**config.mk**
```make
export PLATFORM = sky130hd
export DESIGN_NAME = apb_pwm_bank
export DESIGN_NICKNAME = d
export VERILOG_FILES = /design/src/rtl/apb_pwm_bank.sv
export SDC_FILE = /design/constraint.sdc
export NUM_CORES = 1
export LEC_CHECK = 0
export ABC_AREA = 1
export CAP_MARGIN = 40
export CORE_MARGIN = 2
export CORE_UTILIZATION = 30
export CTS_BUF_LIST = sky130_fd_sc_hd__clkbuf_4 sky130_fd_sc_hd__clkbuf_8 sky130_fd_sc_hd__clkbuf_16
export DETAILED_ROUTE_END_ITERATION = 12
export PLACE_DENSITY = 0.56
export SYNTH_ARGS = -nofsm -noshare
export SYNTH_HDL_FRONTEND = slang
export SYNTH_SLANG_ARGS = --single-unit
```
**constraint.sdc**
```tcl
create_clock -name SYSCLK -period 8.6 [get_ports SYSCLK]
set_input_delay 2.58 -clock SYSCLK [delete_from_list [all_inputs] [get_ports SYSCLK]]
set_output_delay 2.58 -clock SYSCLK [all_outputs]
set_load 0.1 [all_outputs]
```
**src/rtl/apb_pwm_bank.sv**
```systemverilog
`default_nettype none
// =============================================================================
// apb_pwm_bank : APB3 slave, NUM_CH double-buffered PWM outputs on one shared prescaler/period counter
// Rev 1.0
// =============================================================================
module apb_pwm_bank #(
    parameter int NUM_CH    = 4,
    parameter int CNT_WIDTH = 16,
    parameter int PRE_WIDTH = 8
) (
    input  logic              SYSCLK,
    input  logic              NSYSRESET,
    input  logic              PSEL,
    input  logic              PENABLE,
    input  logic              PWRITE,
    input  logic [7:0]        PADDR,
    input  logic [31:0]       PWDATA,
    output logic [31:0]       PRDATA,
    output logic              PREADY,
    output logic              PSLVERR,
    output logic [NUM_CH-1:0] PWM_OUT,
    output logic              IRQ
);

    localparam logic [5:0] c_idx_ctrl   = 6'd0;
    localparam logic [5:0] c_idx_period = 6'd1;
    localparam logic [5:0] c_idx_pre    = 6'd2;
    localparam logic [5:0] c_idx_status = 6'd3;
    localparam logic [5:0] c_idx_duty0  = 6'd4;

    logic [5:0]        w_idx;
    logic              w_access;
    logic              w_wr;
    logic              w_rd;
    logic              w_hit_ctrl;
    logic              w_hit_period;
    logic              w_hit_pre;
    logic              w_hit_status;
    logic              w_hit_any;
    logic [NUM_CH-1:0] w_hit_duty;
    logic              w_tick;
    logic              w_wrap;
    logic              w_load;
    logic              w_unused;

    logic                 en_q, en_d;
    logic                 irq_en_q, irq_en_d;
    logic [NUM_CH-1:0]    ch_en_q, ch_en_d;
    logic [CNT_WIDTH-1:0] period_q, period_d;
    logic [CNT_WIDTH-1:0] period_act_q, period_act_d;
    logic [CNT_WIDTH-1:0] cnt_q, cnt_d;
    logic [PRE_WIDTH-1:0] prescale_q, prescale_d;
    logic [PRE_WIDTH-1:0] pre_cnt_q, pre_cnt_d;
    logic                 wrap_q, wrap_d;
    logic                 irq_q, irq_d;
    logic [NUM_CH-1:0]    pwm_q, pwm_d;
    logic [CNT_WIDTH-1:0] duty_q     [NUM_CH];
    logic [CNT_WIDTH-1:0] duty_d     [NUM_CH];
    logic [CNT_WIDTH-1:0] duty_act_q [NUM_CH];
    logic [CNT_WIDTH-1:0] duty_act_d [NUM_CH];

    assign w_idx        = PADDR[7:2];
    assign w_access     = PSEL & PENABLE;
    assign w_wr         = w_access & PWRITE;
    assign w_rd         = w_access & ~PWRITE;
    assign w_hit_ctrl   = (w_idx == c_idx_ctrl);
    assign w_hit_period = (w_idx == c_idx_period);
    assign w_hit_pre    = (w_idx == c_idx_pre);
    assign w_hit_status = (w_idx == c_idx_status);
    assign w_hit_any    = w_hit_ctrl | w_hit_period | w_hit_pre | w_hit_status | (|w_hit_duty);
    assign w_unused     = ^{PADDR[1:0], PWDATA};

    always_comb begin
        w_hit_duty = '0;
        for (int i = 0; i < NUM_CH; i++) begin
            w_hit_duty[i] = (w_idx == (c_idx_duty0 + 6'(i)));
        end
    end

    // Register file writes and the WRAP flag (a wrap beats a same-cycle clear)
    always_comb begin
        en_d       = en_q;
        irq_en_d   = irq_en_q;
        ch_en_d    = ch_en_q;
        period_d   = period_q;
        prescale_d = prescale_q;
        for (int i = 0; i < NUM_CH; i++) begin
            duty_d[i] = duty_q[i];
        end
        if (w_wr) begin
            if (w_hit_ctrl) begin
                en_d     = PWDATA[0];
                irq_en_d = PWDATA[1];
                ch_en_d  = PWDATA[8 +: NUM_CH];
            end
            if (w_hit_period) begin
                period_d = PWDATA[CNT_WIDTH-1:0];
            end
            if (w_hit_pre) begin
                prescale_d = PWDATA[PRE_WIDTH-1:0];
            end
            for (int i = 0; i < NUM_CH; i++) begin
                if (w_hit_duty[i]) begin
                    duty_d[i] = PWDATA[CNT_WIDTH-1:0];
                end
            end
        end
        wrap_d = wrap_q;
        if (w_wr && w_hit_status && PWDATA[0]) begin
            wrap_d = 1'b0;
        end
        if (w_wrap) begin
            wrap_d = 1'b1;
        end
    end

    // The >= compare lets the prescaler recover when PRESCALE drops below the count
    assign w_tick = en_q && (pre_cnt_q >= prescale_q);
    assign w_wrap = w_tick && (cnt_q == period_act_q);
    assign w_load = !en_q || w_wrap;

    always_comb begin
        pre_cnt_d = '0;
        cnt_d     = '0;
        if (en_q) begin
            pre_cnt_d = w_tick ? '0 : pre_cnt_q + PRE_WIDTH'(1);
            if (w_wrap) begin
                cnt_d = '0;
            end else if (w_tick) begin
                cnt_d = cnt_q + CNT_WIDTH'(1);
            end else begin
                cnt_d = cnt_q;
            end
        end
        period_act_d = w_load ? period_q : period_act_q;
        pwm_d        = '0;
        for (int i = 0; i < NUM_CH; i++) begin
            duty_act_d[i] = w_load ? duty_q[i] : duty_act_q[i];
            pwm_d[i]      = en_q & ch_en_q[i] & (cnt_q < duty_act_q[i]);
        end
        irq_d = wrap_q & irq_en_q;
    end

    always_ff @(posedge SYSCLK or negedge NSYSRESET) begin
        if (!NSYSRESET) begin
            en_q         <= 1'b0;
            irq_en_q     <= 1'b0;
            ch_en_q      <= '0;
            period_q     <= '0;
            period_act_q <= '0;
            cnt_q        <= '0;
            prescale_q   <= '0;
            pre_cnt_q    <= '0;
            wrap_q       <= 1'b0;
            irq_q        <= 1'b0;
            pwm_q        <= '0;
            for (int i = 0; i < NUM_CH; i++) begin
                duty_q[i]     <= '0;
                duty_act_q[i] <= '0;
            end
        end else begin
            en_q         <= en_d;
            irq_en_q     <= irq_en_d;
            ch_en_q      <= ch_en_d;
            period_q     <= period_d;
            period_act_q <= period_act_d;
            cnt_q        <= cnt_d;
            prescale_q   <= prescale_d;
            pre_cnt_q    <= pre_cnt_d;
            wrap_q       <= wrap_d;
            irq_q        <= irq_d;
            pwm_q        <= pwm_d;
            for (int i = 0; i < NUM_CH; i++) begin
                duty_q[i]     <= duty_d[i];
                duty_act_q[i] <= duty_act_d[i];
            end
        end
    end

    // Reads return shadow values, zero-extended
    always_comb begin
        PRDATA = '0;
        if (w_rd) begin
            if (w_hit_ctrl) begin
                PRDATA[0]           = en_q;
                PRDATA[1]           = irq_en_q;
                PRDATA[8 +: NUM_CH] = ch_en_q;
            end
            if (w_hit_period) begin
                PRDATA[CNT_WIDTH-1:0] = period_q;
            end
            if (w_hit_pre) begin
                PRDATA[PRE_WIDTH-1:0] = prescale_q;
            end
            if (w_hit_status) begin
                PRDATA[0] = wrap_q;
            end
            for (int i = 0; i < NUM_CH; i++) begin
                if (w_hit_duty[i]) begin
                    PRDATA[CNT_WIDTH-1:0] = duty_q[i];
                end
            end
        end
    end

    assign PREADY  = 1'b1;
    assign PSLVERR = w_access & ~w_hit_any;
    assign PWM_OUT = pwm_q;
    assign IRQ     = irq_q;

endmodule
`default_nettype wire

```
# Word-level counts from Yosys, hierarchy flattened
# Cells that the tools add are included.
# totals
reg_bits	204
output_inout_bits	39
# op_classes
magnitude_cmp	5
add_sub_neg	2
n_mux	17
bitwise	19
reduce_logical	16
n_eq_ne	9
# ops
operator	n
2-to-1 mux 16 bit	9
less-than comparator 16 bit	4
== test 6 x 3 -> 1 bit (second input constant)	4
2-to-1 mux 8 bit	3
adder 16 x 1 -> 16 bit (second input constant)	1
== test 16 bit	1
AND reduction 2 bit	7
AND 1 bit	13
== test 6 x 2 -> 1 bit (second input constant)	2
adder 8 x 1 -> 8 bit (second input constant)	1
greater-or-equal comparator 8 bit	1
== test 6 x 1 -> 1 bit (second input constant)	1
logical NOT 6 bit	1
logical AND 1 bit	4
2-to-1 mux 4 bit	1
bitwise OR 1 bit	4
OR reduction 4 bit	1
2-to-1 mux 1 bit	3
!= test 3 bit (second input constant)	1
2-to-1 mux 2 bit	1
inverter 1 bit	2
nonzero test 2 bit	1
logical NOT 1 bit	1
logical OR 1 bit	1

# Logic depth before layout (Yosys ltp)
# depth
word_depth	10
mapped_depth	14
mapped_depth_nobuf	13

# Worst setup path after synthesis
# No wires, ideal clock.
# synth_timing
kind	input -> output
start	input PADDR[7]
end	output PRDATA[10]
arrival_time_ns	5.068
path_stages	7
setup_slack_ns	0.952
required_time_ns	6.020
n_path_buf	0
cell_sequence	nor2_2 nand3_2 nor2_1 nand2_2 inv_1 a22oi_1 a21oi_1
# synth_between
elab_chain_len	8
word_cells_on_any_way	13
# synth_lines
element	line	rtl
start, declared	16	input logic [7:0] PADDR,
logical NOT 6 bit	66	assign w_hit_ctrl = (w_idx == c_idx_ctrl);
2-to-1 mux 4 bit	184	if (w_hit_ctrl) begin
2-to-1 mux 16 bit	189	if (w_hit_period) begin
2-to-1 mux 16 bit (3 in a row)	199	if (w_hit_duty[i]) begin
2-to-1 mux 16 bit (*)	199	
2-to-1 mux 16 bit (*)	183	if (w_rd) begin
end, declared	18	output logic [31:0] PRDATA,
# Mark *: on every way between the ends. The rest lies on a longest branch, timed or not.

# Worst setup path after layout
# layout_timing
start	input PADDR[2]
end	output PRDATA[6]
# layout_between
elab_chain_len	8
word_cells_on_any_way	13
# layout_lines
element	line	rtl
== test 6 x 1 -> 1 bit	67	assign w_hit_period = (w_idx == c_idx_period);
2-to-1 mux 16 bit	189	
2-to-1 mux 8 bit	192	if (w_hit_pre) begin
2-to-1 mux 16 bit (3 in a row)	199	
2-to-1 mux 16 bit (*)	199	
2-to-1 mux 16 bit (*)	183	
# Marked as above.

==> results.tsv <==
stage	metric	value	unit
logic_synthesis	syn-cell-area	0.01119	mm2
detailed_routing	drc	0	
grt	grt_use_total	0.1769	
logic_synthesis	synth.largest_area_cell	dfrtp_1	
logic_synthesis	ys_types	34	
detailed_routing	drt_iter0_markers	744	
grt	grt_pass1_vias	9461	
layout	utilization	0.3623	
clock_network	root_buffer	clkbuf_16	
worst_setup_path	required	6020	ps
min_path	worstHoldPathCells	2	
die	start_util	0.3050	
grt	antenna_found_initial	0	
clock_network	clockBufferDepth	3	
die	fp.dieW	197.2	um
logic_synthesis	synth_edf_count	0	
detailed_routing	dr.pass1.iters	6	
layout	antenna_cells	0	
timing	grt_setup_unrepaired	no	
logic_synthesis	seq_area_frac_synth	0.4561	
grt	grt_pass1_wl	53430	um
clock_network	cts_tree	yes	
clock_network	clkSlewWorstSetupHoldPaths	60	ps
logic_synthesis	synth_area_per_cell	7.655	um2
worst_setup_path	critPathKind	primary input to primary output	
timing	drv_slew	0	
logic_synthesis	ys_ff_latch	204	
clock_network	post_cts_buffers	0	
timing	finClkSkew	18.00	ps
timing	relSlewSlack	0.4419	
layout	drive_gt1_frac	0.07974	
clock_network	clk_latency	530	ps
clock_network	cts_buffers	25	
worst_setup_path	cp_data_arrival_time	4990	ps
detailed_routing	wl_per_cell	16.83	um
timing	finalSetupViolCount	0	
layout	mostFrequentLayoutCells	464 x nand2_1, 203 x dfrtp_1, 173 x inv_1, 126 x o21ai_0, 117 x nand3_1	
detailed_routing	viasPerCell	4.864	
logic_synthesis	postSynth.asyncResetShare	1.000	
worst_setup_path	end_kind	primary output	
worst_setup_path	reg2regPathDepth	8	
timing	post-route-min-period	7566	ps
logic_synthesis	synthCells	1462	
placement	hpwl	23250	um
timing	worst_pin_slew	837.2	ps
die	coreArea	0.03670	mm2
timing	fin_tns_setup	0	ps
layout	synthToLayoutAreaGrowth	18.80	%
grt	grt_max_degree	103	
placement	gp_congestion	0.8533	
grt	gr-total-overflow	0	
min_path	min_path_type	flop to flop	
timing	fmax	0.1322	GHz
pwr	p_per_area	177.6	mW/mm2
pwr	ir_drop	0.0001222	V
flow_run	maxCapViolCount	0	
die	die_area	0.03887	mm2
clock_network	hold_buffers	0	
placement	place.port_buffers	48	
die	ios	84	
timing	hold_viol_final	0	
pwr	leakagePower	0.006672	uW
logic_synthesis	synth-main-ff-cell	dfrtp_1	
detailed_routing	vias	9719	
timing	period_share	0.8797	
layout	final_common_cell	nand2_1	
detailed_routing	routed_wl	33620	um
logic_synthesis	ys.warnings.count	0	
clock_network	cts_sinks	204	
worst_setup_path	crit_path_max_fanout	10	
layout	nNetsFinal	1627	
logic_synthesis	ys_top_cells_by_area	dfrtp_1 46%, nand2_1 16%, ha_1 7.8%, inv_1 5.8%, o21ai_0 5.6%	
worst_setup_path	cp-start-kind	primary input	
outcome	outcome	complete, no violations	
die	die_y	197.2	um
detailed_routing	final_antenna_net_count	0	
clock_network	cts_resized	0	
die	row_count	70	
layout	fillers	3795	
clock_network	htreeDepth	1	
worst_setup_path	rrSetupSlack	5730	ps
logic_synthesis	synth_top_area_frac	0.4561	
==> cell families (layout without fill, tap and decap cells) <==
group | Yosys count | after routing | synth area share
adders and majority gates | 70 | 70 | 0.07826
and+or+nand+nor | 726 | 726 | 0.2732
other | 2 | 17 | 0.0006710
xor gates and xnor gates | 11 | 11 | 0.008608
buffers and inverters | 246 | 299 | 0.08932
DFF | 204 | 204 | 0.4561
AOI/OAI and AO/OA | 203 | 203 | 0.09380
==> state kept, by name, indices dropped and copies added (netlist names) <==
name,flops
IRQ,1
duty_q,64
ch_en_q,4
en_q,1
PWM_OUT,4
pre_cnt_q,8
period_act_q,16
irq_en_q,1
prescale_q,8
period_q,16
duty_act_q,64
wrap_q,1
cnt_q,16
==> path summary, 6_finish.rpt <==
path,start,to
worst max-delay path,PADDR[2],PRDATA[6]
worst min-delay path,duty_q[44],duty_act_q[44]
worst max register to register,prescale_q[7],cnt_q[9]
worst min register to register,duty_q[44],duty_act_q[44]
max in group asynchronous,NSYSRESET,duty_q[26]
min in group asynchronous,NSYSRESET,prescale_q[6]
==> layout make-up <==
class / instances / area [um2] / share of cell area
clock buffers: 39 / 780.7 / 0.05872
clock inverters: 6 / 58.81 / 0.004423
inverters: 174 / 653.1 / 0.04912
multi-input cells: 1027 / 5151 / 0.3874
flip-flops and latches: 204 / 5109 / 0.3842
well taps: 468 / 585.6 / 0.04404
repair buffers: 80 / 958.4 / 0.07208
==> synthesized netlist by cell type, types with 15 or more instances <==
cell type,n
o21ai_0,126
or2_2,15
clkbuf_1,35
nand3_1,117
nand2_1,464
ha_1,70
dfrtp_1,204
a21oi_1,55
nor2_1,74
buf_4,17
inv_1,173
nand4_1,28
==> stage by stage <==
step | instances | power [uW] | instance area [um2] | hold slack, ps | setup WS (ps)
after global placement | 1945 | 1309 | 12310 | 471.4 | 1064
after CTS | 1998 | 2386 | 13300 | 484.4 | 1069
after detailed placement | 1953 | 1317 | 12460 | 477.1 | 1074
after global routing | 1998 | 2462 | 13300 | 516.5 | 927.3
final | 1998 | 2361 | 13300 | 486.3 | 1034
after floorplan | 1477 | 1218 | 11250 | 450.0 | 952.4
==> where the power goes <==
group,internal [uW],total (uW),switching (uW)
Clock,651,1060,412
Sequential,1000,1040,35.0
Combinational,72.1,262,189
==> metal layers <==
layer  GRT usage  wire length (um)  up-vias
li1            -                 -     4769
met1      0.2495             15750     4620
met2      0.2731             14710      270
met3     0.03159              2042       60
met4     0.06154              1119        0
met5           0                 0        -
==> critical path: stages <==
cell and delay, ps:
clkdlybuf4s50_1 490, buf_4 240, inv_1 160, nand2_1 120
nor2_2 480, nand2_1 110, nand3_1 110, nand3_1 110
a21oi_1 340, buf_12 230
Power figures use the tool's default switching activity.
